## src/rtl/button_pkg.sv

```systemverilog
// Shared constants for the button/LED channel bank.
package button_pkg;

    // Per-channel LED behaviour selected by MODE.
    localparam logic MODE_TOGGLE    = 1'b0;
    localparam logic MODE_MOMENTARY = 1'b1;

    // One millisecond of settling time at a 12 MHz system clock.
    localparam int DEBOUNCE_1MS_12MHZ = 32'd12000;

    // Level a released button reads on the board.
    function automatic logic released_level(input int active_low);
        logic lvl;
        if (active_low != 32'd0) begin
            lvl = 1'b1;
        end else begin
            lvl = 1'b0;
        end
        return lvl;
    endfunction

endpackage

```

## src/rtl/button_debounce.sv

```systemverilog
// One button channel: 2-flop synchroniser, counter debounce and accept events.
module button_debounce
    import button_pkg::*;
#(
    parameter int DEBOUNCE_CYCLES = DEBOUNCE_1MS_12MHZ,
    parameter int ACTIVE_LOW      = 32'd1
) (
    input  logic CLK,
    input  logic RST,
    input  logic but,
    output logic stable_pressed,
    output logic press_evt,
    output logic release_evt
);

    localparam int CNT_W = $clog2(DEBOUNCE_CYCLES);
    localparam logic             REL_LVL = released_level(ACTIVE_LOW);
    localparam logic [CNT_W-1:0] CNT_MAX = CNT_W'(DEBOUNCE_CYCLES - 32'd1);
    localparam logic [CNT_W-1:0] CNT_ONE = CNT_W'(32'd1);
    localparam logic [CNT_W-1:0] CNT_ZERO = CNT_W'(32'd0);

    logic             sync1_r;
    logic             sync2_r;
    logic             stable_r;
    logic [CNT_W-1:0] cnt_r;
    logic [CNT_W-1:0] cnt_nxt_s;
    logic             stable_nxt_s;
    logic             accept_s;

    // Next counter / stable level: restart on agreement, accept after a full stable run.
    always_comb begin
        cnt_nxt_s    = CNT_ZERO;
        stable_nxt_s = stable_r;
        accept_s     = 1'b0;
        if (sync2_r == stable_r) begin
            cnt_nxt_s = CNT_ZERO;
        end else if (cnt_r == CNT_MAX) begin
            cnt_nxt_s    = CNT_ZERO;
            stable_nxt_s = sync2_r;
            accept_s     = 1'b1;
        end else begin
            cnt_nxt_s = cnt_r + CNT_ONE;
        end
    end

    // Synchroniser, debounce counter and accepted level registers.
    always_ff @(posedge CLK or posedge RST) begin
        if (RST) begin
            sync1_r  <= REL_LVL;
            sync2_r  <= REL_LVL;
            stable_r <= REL_LVL;
            cnt_r    <= CNT_ZERO;
        end else begin
            sync1_r  <= but;
            sync2_r  <= sync1_r;
            stable_r <= stable_nxt_s;
            cnt_r    <= cnt_nxt_s;
        end
    end

    // Events fire combinationally on the accepting edge so the top can act on that edge.
    assign press_evt      = accept_s & (sync2_r != REL_LVL);
    assign release_evt    = accept_s & (sync2_r == REL_LVL);
    assign stable_pressed = (stable_r != REL_LVL);

endmodule

```

## src/rtl/button_toggle_bank.sv

```systemverilog
// Bank of debounced buttons driving toggle/momentary LEDs and press strobes.
module button_toggle_bank
    import button_pkg::*;
#(
    parameter int CHANNELS        = 32'd4,
    parameter int DEBOUNCE_CYCLES = DEBOUNCE_1MS_12MHZ,
    parameter int ACTIVE_LOW      = 32'd1
) (
    input  logic                CLK,
    input  logic                RST,
    input  logic [CHANNELS-1:0] BUT,
    input  logic [CHANNELS-1:0] MODE,
    output logic [CHANNELS-1:0] LED,
    output logic [CHANNELS-1:0] PRESS_PULSE
);

    logic [CHANNELS-1:0] stable_pressed_s;
    logic [CHANNELS-1:0] press_evt_s;
    logic [CHANNELS-1:0] release_evt_s;
    logic [CHANNELS-1:0] level_nxt_s;
    logic [CHANNELS-1:0] led_nxt_s;
    logic [CHANNELS-1:0] led_r;
    logic [CHANNELS-1:0] pulse_r;

    for (genvar g = 0; g < CHANNELS; g++) begin : g_ch
        button_debounce #(
            .DEBOUNCE_CYCLES (DEBOUNCE_CYCLES),
            .ACTIVE_LOW      (ACTIVE_LOW)
        ) u_deb (
            .CLK            (CLK),
            .RST            (RST),
            .but            (BUT[g]),
            .stable_pressed (stable_pressed_s[g]),
            .press_evt      (press_evt_s[g]),
            .release_evt    (release_evt_s[g])
        );
    end

    // Next LED per channel: toggle on press, or follow the post-accept debounced level.
    always_comb begin
        level_nxt_s = {CHANNELS{1'b0}};
        led_nxt_s   = led_r;
        for (int i = 0; i < CHANNELS; i++) begin
            if (press_evt_s[i]) begin
                level_nxt_s[i] = 1'b1;
            end else if (release_evt_s[i]) begin
                level_nxt_s[i] = 1'b0;
            end else begin
                level_nxt_s[i] = stable_pressed_s[i];
            end
            if (MODE[i] == MODE_TOGGLE) begin
                if (press_evt_s[i]) begin
                    led_nxt_s[i] = ~led_r[i];
                end else begin
                    led_nxt_s[i] = led_r[i];
                end
            end else begin
                led_nxt_s[i] = level_nxt_s[i];
            end
        end
    end

    // LED and one-cycle press strobe registers.
    always_ff @(posedge CLK or posedge RST) begin
        if (RST) begin
            led_r   <= {CHANNELS{1'b0}};
            pulse_r <= {CHANNELS{1'b0}};
        end else begin
            led_r   <= led_nxt_s;
            pulse_r <= press_evt_s;
        end
    end

    assign LED         = led_r;
    assign PRESS_PULSE = pulse_r;

endmodule

```

## config.mk

```make
export PLATFORM = sky130hd
export DESIGN_NAME = button_toggle_bank
export DESIGN_NICKNAME = d
export VERILOG_FILES = /design/src/rtl/button_pkg.sv /design/src/rtl/button_debounce.sv /design/src/rtl/button_toggle_bank.sv
export SDC_FILE = /design/constraint.sdc
export NUM_CORES = 1
export LEC_CHECK = 0
export CAP_MARGIN = 15
export CELL_PAD_IN_SITES_DETAIL_PLACEMENT = 0
export CELL_PAD_IN_SITES_GLOBAL_PLACEMENT = 1
export CORE_AREA = 2 2 89 91
export CTS_CLUSTER_DIAMETER = 150
export DETAILED_ROUTE_END_ITERATION = 16
export DIE_AREA = 0 0 91 93
export MAX_ROUTING_LAYER = met4
export PLACE_DENSITY = 0.81
export SLEW_MARGIN = 10
export SYNTH_ARGS = -nofsm -noshare
export SYNTH_HDL_FRONTEND = slang
export SYNTH_SLANG_ARGS = --single-unit
```

## constraint.sdc

```tcl
create_clock -name CLK -period 4.3 [get_ports CLK]
set_clock_uncertainty 0.2 [all_clocks]
set_input_delay 0.86 -clock CLK [delete_from_list [all_inputs] [get_ports CLK]]
set_output_delay 0.86 -clock CLK [all_outputs]
set_load 0.01 [all_outputs]
```

---- After elaboration in Yosys (flattened, before gate mapping) ----
Cells that the tools add are included.
storage, ports and cells
  register bits after elaboration ......... 76
  input bits .............................. 10
  output and inout port bits .............. 8
  logic and storage cells ................. 97
operators by class
  add/sub/neg operators ................... 4
  eq/ne operators ......................... 8
  multiplexer cells ....................... 32
  bitwise gates (word level) .............. 24
  reduce and logical (&&, ||, !) cells .... 8
operator list
  kind                     count
  $mux W14                 8
  $add A14 B1 Y14 const B  4
  $eq A14 B14 Y1 const B   4
  $mux W1                  24
  $not A1 Y1               16
  $and A1 B1 Y1            8
  $reduce_and A2 Y1        4
  $reduce_bool A2 Y1       4
  $eq A1 B1 Y1             4

---- Longest topological paths before layout ----
  word-level depth ........................ 7
  gate-level depth with buffers ........... 7
  depth with buffers taken out ............ 5

---- Modules after synthesis ----
Synthesis repeated with hierarchy kept, for this count alone.
unflattened totals
  cells, all modules ...................... 341
  area, all modules ....................... 3613.5 um^2
by module, submodules not included
  module                               instances  cells an instance  area an instance (um^2)  seq. area each (um^2)
  button_debounce (g_ch[0].u_deb ...)  3          79                 828.3                    429.2
  button_debounce (g_ch[1].u_deb)      1          78                 827.0                    429.2
  button_toggle_bank                   1          26                 301.5                    200.2

---- Worst setup path before layout ----
OpenSTA, ideal clock, no wires.
  path type ............................... register -> register
  start point ............................. reg g_ch[2].u_deb.cnt_r[8]
  end point ............................... reg led_r[2] (netlist: LED[2])
  library setup time ...................... 136 ps
  data arrival time ....................... 1725 ps
  slack ................................... 2240 ps
  stages on the path, launching flop included .. 6
  path buffers ............................ 1
  period minus slack after synthesis ...... 2060 ps
  cell sequence ........................... dfrtp_1 or4b_1 or4_1 buf_2 a32oi_1 o311ai_1
on the way
  word-level cells in the longest chain between the ends .. 7
  elaborated cells on any way between the ends .. 9
  those cells by class .................... 1 x eq/ne; 5 x mux; 2 x bitwise; 1 x reduce/logical
ends and longest elaborated chain
  element                 RTL line                  RTL
  start, declared         button_debounce.sv:25     logic [CNT_W-1:0] cnt_r;
  start signal, assigned  button_debounce.sv:57     cnt_r <= cnt_nxt_s;
  $eq A14 B14 Y1 (*)      button_debounce.sv:37     end else if (cnt_r == CNT_MAX) begin
  $mux W1 (*)             button_debounce.sv:37
  $mux W1 (*)             button_debounce.sv:35     if (sync2_r == stable_r) begin
  $and A1 B1 Y1           button_debounce.sv:63     assign release_evt = accept_s & (sync2_r == REL_LVL);
  $mux W1                 button_toggle_bank.sv:46  end else if (release_evt_s[i]) begin
  $mux W1                 button_toggle_bank.sv:44  if (press_evt_s[i]) begin
  $mux W1                 button_toggle_bank.sv:51  if (MODE[i] == MODE_TOGGLE) begin
  end signal, assigned    button_toggle_bank.sv:66  led_r <= {CHANNELS{1'b0}};
  end signal, assigned    button_toggle_bank.sv:69  led_r <= led_nxt_s;
  end, declared           button_toggle_bank.sv:22  logic [CHANNELS-1:0] led_r;
Mark *: on every way between the ends. The rest lies on a longest branch, timed or not.
A chain may end at the register's enable or synchronous reset.

---- Final worst setup path ----
  start point ............................. reg led_r[1] (netlist: LED[1])
  end point ............................... out LED[1]
RTL lines
  element        RTL line                  RTL
  end, declared  button_toggle_bank.sv:13  output logic [CHANNELS-1:0] LED,
No word-level cell between the ends.

==> results.md <==
* CP Max Fanout at 4
* Netlist Area Pre-Place at 0.00359 mm²
* CTS Buf Count at 9
* Sequential Area at 0.00192 mm²
* Setup TNS at 0 ns
* Worst Path Required at 3.24 ns
* Final min period at 2.34 ns
* Final #Nets at 390
* Iter 0 DRT Violations at 115
* Slew HR at 0.415
* Final setup fails at 0
* Vias per inst at 5.14
* Crit share post-route at 0.543
* Pwr dens at 335 mW/mm²
* Largest net degree at the start of global routing at 43
* Max clock buf depth at 2
* VDD IR max at 0.202 mV
* Top delay family on crit path: buffers and inverters
* Root buffer cell: clkbuf_8
* Most common cell in the synthesized netlist: nor2_1
* Hold Crit Class: reg2reg
* # clock sinks at 76
* Post CTS Setup Buffer Count at 0
* Worst-skew pair later-pin latency at 0.34 ns
* Pre-CTS setup slack at 1.77 ns
* I/O pin total at 18
* Lkg Pwr at 1.68 nW
* Gate Count Post-Synth at 352
* Buf/Inv on CP at 1
* Post-synth EDFFs at 0
* Detailed Place HPWL at 4300 µm
* Biggest cell delay along the critical path at 0.55 ns
* MaxCap Viol Count at 0
* P_sw at 0.311 mW
* Grt ovf at 0
* Top post-synthesis cells by count: 65 x nor2_1, 64 x dfrtp_1, 32 x xnor2_1
* Die Wd at 91 µm
* Synthesized net count at 370
* Leading area contributor after synthesis: dfrtp_1
* Clock Power Share at 0.395
* Slowest CP cell: clkdlybuf4s50_1
* Area share of the largest cell type after synthesis at 0.446
* Multi-input logic area at 0.00155 mm²
* Number of diodes at 0
* Routed Antenna Nets at 0
* CTS tree: built
* Aggregate routed wire length at 6300 µm
* First-pass GRT wire length at 11100 µm
* Outcome: finished, final reports clean
* Worst slew pin tran at 0.876 ns
* Drt pass-1 iters at 4
* Reg clk slew, reported paths at 0.08 ns
* Port buffer count at 17
* Final worst setup slack at 1.96 ns
* DR vias at 2462
* Final Max Tran Viols at 0
* CP Class: reg2out
* RSZ-0062 raised after global routing: no
* Initial antenna violation count at 0
* Ys Warns at 0
* Die ar. at 0.00846 mm²
* Gr usage total at 0.167
* Final non-filler cell total at 479
* Synth cell types at 36
* GPL Wtd Cong at 0.775
* Cells along the critical path: clkdlybuf4s50_1
* Pwr Total at 1.36 mW
* Cts repair resizes at 0
* Comb power frac at 0.051
* Worst Path Arrival at 1.28 ns
* FF+latch count, synth at 76
* Syn Area/Cell at 10.2 µm²
* Residual DRC at 0
* Wire per inst at 13.2 µm
* Dominant synthesized flop cell: dfrtp_1
* Area contributors post-synth: dfrtp_1 45%, dfstp_2 8.8%, xnor2_1 7.8%
* Switch share at 0.229
* CTS H-tree depth at 3
* Vias in the first global route at 2454
* Die H at 93 µm
* Proportion of layout cells with a drive suffix above 1 at 0.0955
* Initial Util at 0.477
* Critical path startpoint category: flop
* Final hold violation count at 0
* Core area at 0.00753 mm²
* F_max at 0.428 GHz
* Post-synth ARST share at 1.00
* Sequential fraction of the synthesis area at 0.534
* Util after Layout at 0.537
* Cts hold-fix bufs at 0
* Cell Int Power at 1.05 mW
* Seq pwr share at 0.554
* Placed Cells at 463
* # fillers at 719
* Crit path capture type: output pin
* Number of core rows at 32
* Area Growth Syn to Fin at 12.7%
## flip-flops by register name, summed over array words and instances (netlist names)
register and count:
g_ch.u_deb.stable_r 4, PRESS_PULSE 4, g_ch.u_deb.sync2_r 4, g_ch.u_deb.sync1_r 4, g_ch.u_deb.cnt_r 56, LED 4
## cell usage in the layout, fill, tap and decap left out, drive strengths merged, types with 2 or more instances in the layout
cell type and instances:
nor4 12, inv 18, xnor2 32, clkinv 3, and2 2, mux2 4
nor2 65, o311ai 3, and4 2, clkdlybuf4s50 17, nand4 10, a21oi 6
ha 8, nor3 12, and3 7, or4b 3, clkbuf 12, dfstp 12
buf 2, dfrtp 64, xor2 19, nand2 18, or4 3, nand3 25
a32oi 3, nand2b 2, o21ai 4
## kinds of logic after synthesis
| kind of cell | Yosys count | synth area share |
|---|---|---|
| simple gates | 166 | 0.229 |
| flops | 76 | 0.534 |
| xor+xnor | 51 | 0.124 |
| buf+inv | 28 | 0.0335 |
| compound gates | 18 | 0.0338 |
| fa+ha+maj | 8 | 0.0279 |
| mux | 5 | 0.0174 |
## power groups by stage
stage	clock network [mW]	logic [mW]	registers (mW)
global placement	0	0.0693	0.764
detailed placement	0	0.0716	0.764
global route	0.578	0.0799	0.754
floorplan	0	0.0445	0.761
finish	0.536	0.0693	0.751
CTS	0.549	0.0719	0.751
## through the flow
stage	hold WS [ns]	instance area (µm²)
after detailed placement	0.148	3850
final	0.153	4040
after global routing	0.156	4040
after CTS	0.156	4040
after floorplan	0.145	3590
after global placement	0.147	3850
## routing by layer
metal	wire length (µm)	track usage	part of all wire	up-vias
met5	0	-	0	-
met4	59	0.0581	0.0094	0
met3	279	0.0532	0.044	9
met2	2930	0.260	0.47	39
met1	3030	0.210	0.48	1178
li1	-	-	-	1236
## cell type report
type,count,area share
clock buffer,12,0.0359
clock inverter,4,0.0121
inverter,18,0.0167
multi-input combinational,248,0.384
sequential,76,0.474
tap,102,0.0316
timing repair buffer,19,0.0458
## final timing paths
| path | startpoint | endpoint | slack, ns | cells after the start |
|---|---|---|---|---|
| min | g_ch[0].u_deb.sync1_r | g_ch[0].u_deb.sync2_r | 0.15 | 0 |
| max in group asynchronous | RST | g_ch[3].u_deb.sync2_r | 2.24 | 3 |
| max | LED[1] | LED[1] | 1.96 | 1 |
| min in group asynchronous | RST | g_ch[0].u_deb.cnt_r[12] | 0.82 | 2 |
| max reg2reg | g_ch[3].u_deb.cnt_r[0] | g_ch[3].u_deb.cnt_r[12] | 1.99 | 5 |
| min reg2reg | g_ch[0].u_deb.sync1_r | g_ch[0].u_deb.sync2_r | 0.15 | 0 |
Power figures use the tool's default switching activity.
==> edit 1, RTL diff (config.mk and constraints unchanged) <==
Register the inputs `BUT` and `MODE` before use. The logic sees them one clock later.
--- a/src/rtl/button_toggle_bank.sv
+++ b/src/rtl/button_toggle_bank.sv
@@ -14,6 +14,14 @@
     output logic [CHANNELS-1:0] PRESS_PULSE
 );
 
+    logic [CHANNELS-1:0] BUT_q;
+    logic [CHANNELS-1:0] MODE_q;
+
+    always_ff @(posedge CLK) begin
+        BUT_q  <= BUT;
+        MODE_q <= MODE;
+    end
+
     logic [CHANNELS-1:0] stable_pressed_s;
     logic [CHANNELS-1:0] press_evt_s;
     logic [CHANNELS-1:0] release_evt_s;
@@ -29,7 +37,7 @@
         ) u_deb (
             .CLK            (CLK),
             .RST            (RST),
-            .but            (BUT[g]),
+            .but            (BUT_q[g]),
             .stable_pressed (stable_pressed_s[g]),
             .press_evt      (press_evt_s[g]),
             .release_evt    (release_evt_s[g])
@@ -48,7 +56,7 @@
             end else begin
                 level_nxt_s[i] = stable_pressed_s[i];
             end
-            if (MODE[i] == MODE_TOGGLE) begin
+            if (MODE_q[i] == MODE_TOGGLE) begin
                 if (press_evt_s[i]) begin
                     led_nxt_s[i] = ~led_r[i];
                 end else begin
Check against the original RTL: no difference found for any inputs over 10 cycles, from zero or initial values and one cycle with RST high; that may be too few to reach the edited logic, so the function may still have changed.
==> edit 1 against the unedited design <==
Area after synthesis rose by 4.0%. First-iteration DRC count down 32%. Worst setup slack worse by 0.0010 ns. Routed wire length up 0.84%. Sequential cell count up 8. Design area grew 4.2%. Combinational power is 5.6% lower. Largest cell class unchanged. Power is 10% higher. Global-route usage increased by 0.37 points.
==> edit 1: results (changes against the unedited design) <==
cells on worst reg2reg path 4 (-1); maximum fanout encountered on the critical timing path 3 (-1); cell depth of the worst min-delay path 0 (unchanged); worst-case clock buffer depth 2 (unchanged); hold wc startpoint BUT_q[1]$_DFF_P_; worst IR drop on VDD 0.306 mV (+51%); maximum capacitance violations 0 (unchanged); CP Launch Point LED[3]$_DFFE_PP0P_; period utilization 0.544 (about the same); transition time at the pin with the least slew margin 0.616 ns (-0.261 ns); static leakage 1.71 nW (+2.1%); cts repair resizes 0 (unchanged); 1st-iter DRT viols 78 (-32%); multiplexer area fraction after synthesis 0.0101 (-0.00738); end of the worst register-to-register path g_ch[3].u_deb.cnt_r[13]$_DFF_PP0_; Clock Tree Root clkbuf_8; htree depth 3 (unchanged); share of the synthesized netlist area taken by xor and xnor gates 0.120 (-0.00480); wire length per cell 12.9 um (-1.6%); largest cells by area after synthesis dfrtp_1 43%, dfstp_2 8.4%, xnor2_1 7.7%; Hold WS 0.104 ns (-0.0493 ns); Largest Register g_ch.u_deb.cnt_r; Data arrival, critical path 1.28 ns (about the same); adder and majority cell fraction of the synthesized area 0.0268 (-0.00108); switch share 0.219 (-0.00958); most used standard cells in the synthesized netlist 65 x nor2_1, 64 x dfrtp_1, 33 x xnor2_1, 24 x nand3_1, 21 x nand2_1; fraction of final layout cells sized beyond drive strength 1 0.0848 (-0.0107); total of warnings raised by yosys 0 (unchanged); post-synth net total 380 (+2.7%); number of distinct library cell variants in the gate-level netlist after synthesis 34 (-5.6%); total of buffers placed on input and output ports 17 (unchanged); async set-reset flop share out of synthesis 0.905 (-0.0952); worst min-delay path category flip-flop to flip-flop; first-pass GRT wire length 11400 um (+2.7%); standard cell with the maximum stage delay on the critical path clkdlybuf4s50_1; fraction of the mapped netlist area in compound gates 0.0349 (+0.00104); accumulated negative setup slack 0 ns (unchanged); overall fraction of global-route tracks in use 0.171 (+0.00374); Worst Setup EP LED[3]; Clock power frac 0.398 (+0.003); Worst R2R Start g_ch[3].u_deb.cnt_r[5]$_DFF_PP0_; vias in the first global route 2540 (+3.5%); maximum number of pins on one net before global-route repair 51 (+19%); Comb pwr share 0.044 (-0.007); minimum setup slack after placement 2.00 ns (+0.224 ns); portion of the post-synthesis area used by sequential elements 0.556 (+0.0223); cell type group with the largest total delay on the critical path buffers and inverters; max incr delay on CP 0.55 ns (about the same); via count of the routed design 2578 (+4.7%); gpl congestion 0.816 (+5.3%); destination of the worst hold path g_ch[1].u_deb.sync1_r$_DFF_PP1_; clk slew on worst S/H paths 0.09 ns; run status completed; NumNets Final 402 (+3.1%); DPL Wire Length 4360 um (+1.4%)
[edit 1: changes by cell type in the layout (fill, tap and decap cells not counted), sizes merged, moves of 2 or more]
cell,delta
dfxtp,+8
nand2,+4
nor3,+2
nand2b,-2
nor4,+3
and2,-2
[edit 1: cells by family (layout without fill, tap and decap cells)]
family                     Yosys count  count (layout)
and+or+nand+nor                    170             170
DFF                                 84              84
xor gates and xnor gates            51              51
buffers and inverters               27              54
AOI/OAI and AO/OA                   19              19
adders and majority gates            8               8
muxes                                3               3
[edit 1: routing by layer]
layer / track usage / share of wire
met1: 0.212 / 0.47
met2: 0.278 / 0.49
met3: 0.0500 / 0.029
met4: 0.0455 / 0.012
met5: - / 0
[edit 1: through the flow]
step / utilization / power (W) / cell area (um2) / instances
after floorplan: - / 0.000886 / 3730 / 362
after global placement: 0.532 / 0.000913 / 4000 / 475
after detailed placement: 0.532 / 0.000915 / 4000 / 475
after CTS: 0.560 / 0.00151 / 4210 / 491
after global routing: 0.560 / 0.00155 / 4210 / 491
final: 0.560 / 0.00149 / 4210 / 491
[edit 1: worst reg2reg max path, cell delays in order (launching register included)]
cell     delay (ns)
dfrtp_1        0.43
or4b_1         0.50
or4_1          0.53
nand2_1        0.40
nor2_1         0.10
[edit 1: final cells by class]
type | count | area (um2)
Inverter | 19 | 71.3
Multi-Input combinational cell | 251 | 1540
Timing Repair Buffer | 19 | 185
Clock buffer | 11 | 131
Sequential cell | 84 | 2080
Clock inverter | 5 | 77.6
Fill cell | 676 | 3310
Tap cell | 102 | 128
==> edit 2, RTL diff (config.mk and constraints unchanged) <==
Made on the original files. Set the package constant `DEBOUNCE_1MS_12MHZ` to 32'd24000 (it was 32'd12000).
--- a/src/rtl/button_pkg.sv
+++ b/src/rtl/button_pkg.sv
@@ -6,7 +6,7 @@
     localparam logic MODE_MOMENTARY = 1'b1;
 
     // One millisecond of settling time at a 12 MHz system clock.
-    localparam int DEBOUNCE_1MS_12MHZ = 32'd12000;
+    localparam int DEBOUNCE_1MS_12MHZ = 32'd24000;
 
     // Level a released button reads on the board.
     function automatic logic released_level(input int active_low);
Check against the original RTL: no difference found for any inputs over 10 cycles, from zero or initial values and one cycle with RST high; that may be too few to reach the edited logic, so the function may still have changed.
==> edit 2 against the unedited design <==
Sequential power rose by 4.5%. Critical path depth rose by 3. Sequential cell count rose by 4. Maximum frequency fell by 0.60%. Area after synthesis rose by 4.0%. Routed wire length rose by 5.5%. Design area rose by 3.1%. Non-clock buffer count did not move. Worst setup slack got worse by 0.014 ns. Power fell by 0.35%. Count of clock-buffer cells in the layout did not move. Critical endpoint is now g_ch[3].u_deb.cnt_r[6]$_DFF_PP0_.
==> edit 2: results (changes against the unedited design) <==
first-pass GRT wire length 12400 um (+12%); area after detailed placement 4000 um2 (+3.8%); Fill cells 708 (-1.5%); cts repair resizes 0 (unchanged); clk slew on worst S/H paths 0.08 ns (about the same); met2 capacity usage during global routing 0.301 (+0.0407); cell type group with the largest total delay on the critical path simple AND/OR/NAND/NOR gates; maximum number of pins on one net before global-route repair 52 (+21%); hold wc startpoint g_ch[1].u_deb.sync1_r$_DFF_PP1_; static leakage 1.70 nW (+1.6%); Worst R2R Start g_ch[3].u_deb.cnt_r[6]$_DFF_PP0_; DPL Wire Length 4440 um (+3.1%); final hold vios 0 (unchanged); total of warnings raised by yosys 0 (unchanged); NumNets Final 405 (+3.8%); final wirelength 6650 um (+5.5%); max incr delay on CP 0.68 ns (+0.13 ns); 1st-iter DRT viols 96 (-17%); Worst Setup Start Kind flip-flop; number of distinct library cell variants in the gate-level netlist after synthesis 28 (-22%); fraction of final layout cells sized beyond drive strength 1 0.0934 (-0.00206); number of CTS-inserted buffers 9 (unchanged); worst IR drop on VDD 0.215 mV (+6.5%); total of buffers placed on input and output ports 17 (unchanged); largest cells by area after synthesis dfrtp_1 46%, dfstp_2 8.5%, nor2_1 5.6%; overall fraction of global-route tracks in use 0.187 (+0.0196); standard cell with the maximum stage delay on the critical path or4_1; Largest Register g_ch.u_deb.cnt_r; post-synth net total 383 (+3.5%); ANT cells 0 (unchanged); worst min-delay path category flip-flop to flip-flop; internal power consumption 0.00103 W (-1.6%); maximum fanout encountered on the critical timing path 14 (+10); Clock Latency Late Sink 0.35 ns; Data arrival, critical path 2.37 ns (+1.09 ns); number of flip-flops under the largest register name 60 (+7.1%); total setup buffers inserted after CTS 0 (unchanged); async set-reset flop share out of synthesis 1.00 (unchanged); Clock Tree Root clkbuf_8; run status completed; detailed-route vias per instance 5.32 (+3.5%); Layout Cells excl Fill 498 (+4.0%); portion of the post-synthesis area used by sequential elements 0.541 (+0.00641); number of antenna violations at the first check in global routing 0 (unchanged); met3 usage 0.0443 (-0.00886); Pre-Repair DR Iteration Count 4 (unchanged); gpl congestion 0.782 (+0.86%); relative slew slack 0.424 (+0.00903); GR Util met1 0.231 (+0.0218); worst-case clock buffer depth 2 (unchanged); htree depth 3 (unchanged); most used standard cells in the synthesized netlist 68 x dfrtp_1, 56 x nor2_1, 27 x nand2_1, 23 x xor2_1, 20 x xnor2_1; vias in the first global route 2742 (+12%); final standard cell area without fillers 4170 um2 (+3.1%); total instance count after detailed placement 482 (+4.1%); synthesized area per cell 10.1 um2 (-0.82%)
==> edit 2: cell count changes in the layout (fill, tap and decap cells not counted), sizes merged, moves of 8 or more <==
cell   before  now
a21oi       6   17
nor3       12    3
xnor2      32   20
nor2b       0    8
nor2       65   56
nand2      18   31
or3         1   12
o21ai       4   18
inv        18    8
==> edit 2: worst paths after layout <==
kind	end	slack, ns	cells past startpoint
min in group asynchronous	g_ch[3].u_deb.cnt_r[13]$_DFF_PP0_	0.78	2
max	g_ch[3].u_deb.cnt_r[6]$_DFF_PP0_	1.95	4
min	g_ch[1].u_deb.sync2_r$_DFF_PP1_	0.15	0
max reg2reg	g_ch[3].u_deb.cnt_r[6]$_DFF_PP0_	1.95	4
max in group asynchronous	g_ch[2].u_deb.stable_r$_DFFE_PP1P_	2.33	3
min reg2reg	g_ch[1].u_deb.sync2_r$_DFF_PP1_	0.15	0
==> edit 2: cells by family after synthesis <==
| kind of cell | after synthesis | share of synthesized area |
|---|---|---|
| compound gates | 42 | 0.0624 |
| flops | 80 | 0.541 |
| simple gates | 181 | 0.250 |
| mux | 4 | 0.0121 |
| fa+ha+maj | 4 | 0.0134 |
| xor+xnor | 43 | 0.101 |
| buf+inv | 15 | 0.0205 |
==> edit 2: stage by stage <==
step           power [W]  setup slack, ns
3_3_place_gp    0.000869             1.91
3_5_place_dp    0.000871             1.89
2_1_floorplan   0.000843             1.21
5_1_grt          0.00142             1.85
4_1_cts          0.00138             1.92
6_report         0.00135             1.95
==> edit 2: layer usage <==
metal,up-vias,wire length (um)
li1,1339,-
met1,1280,3210
met2,26,3170
met3,5,180
met4,0,86
met5,-,0
==> edit 2: cell type report <==
cell class                 instances  share of cell area
sequential                        80               0.484
multi-input combinational        274               0.393
timing repair buffer              19              0.0444
clock buffer                      12              0.0348
tap                              102              0.0306
clock inverter                     4             0.00660
inverter                           7             0.00660
==> edit 2: power groups by stage <==
| stage | Sequential (W) | Combinational, W | Clock, W |
|---|---|---|---|
| after floorplan | 0.000796 | 0.0000469 | 0 |
| after global placement | 0.000799 | 0.0000707 | 0 |
| after detailed placement | 0.000799 | 0.0000725 | 0 |
| after CTS | 0.000785 | 0.0000736 | 0.000519 |
| after global routing | 0.000788 | 0.0000826 | 0.000545 |
| final | 0.000785 | 0.0000715 | 0.000495 |
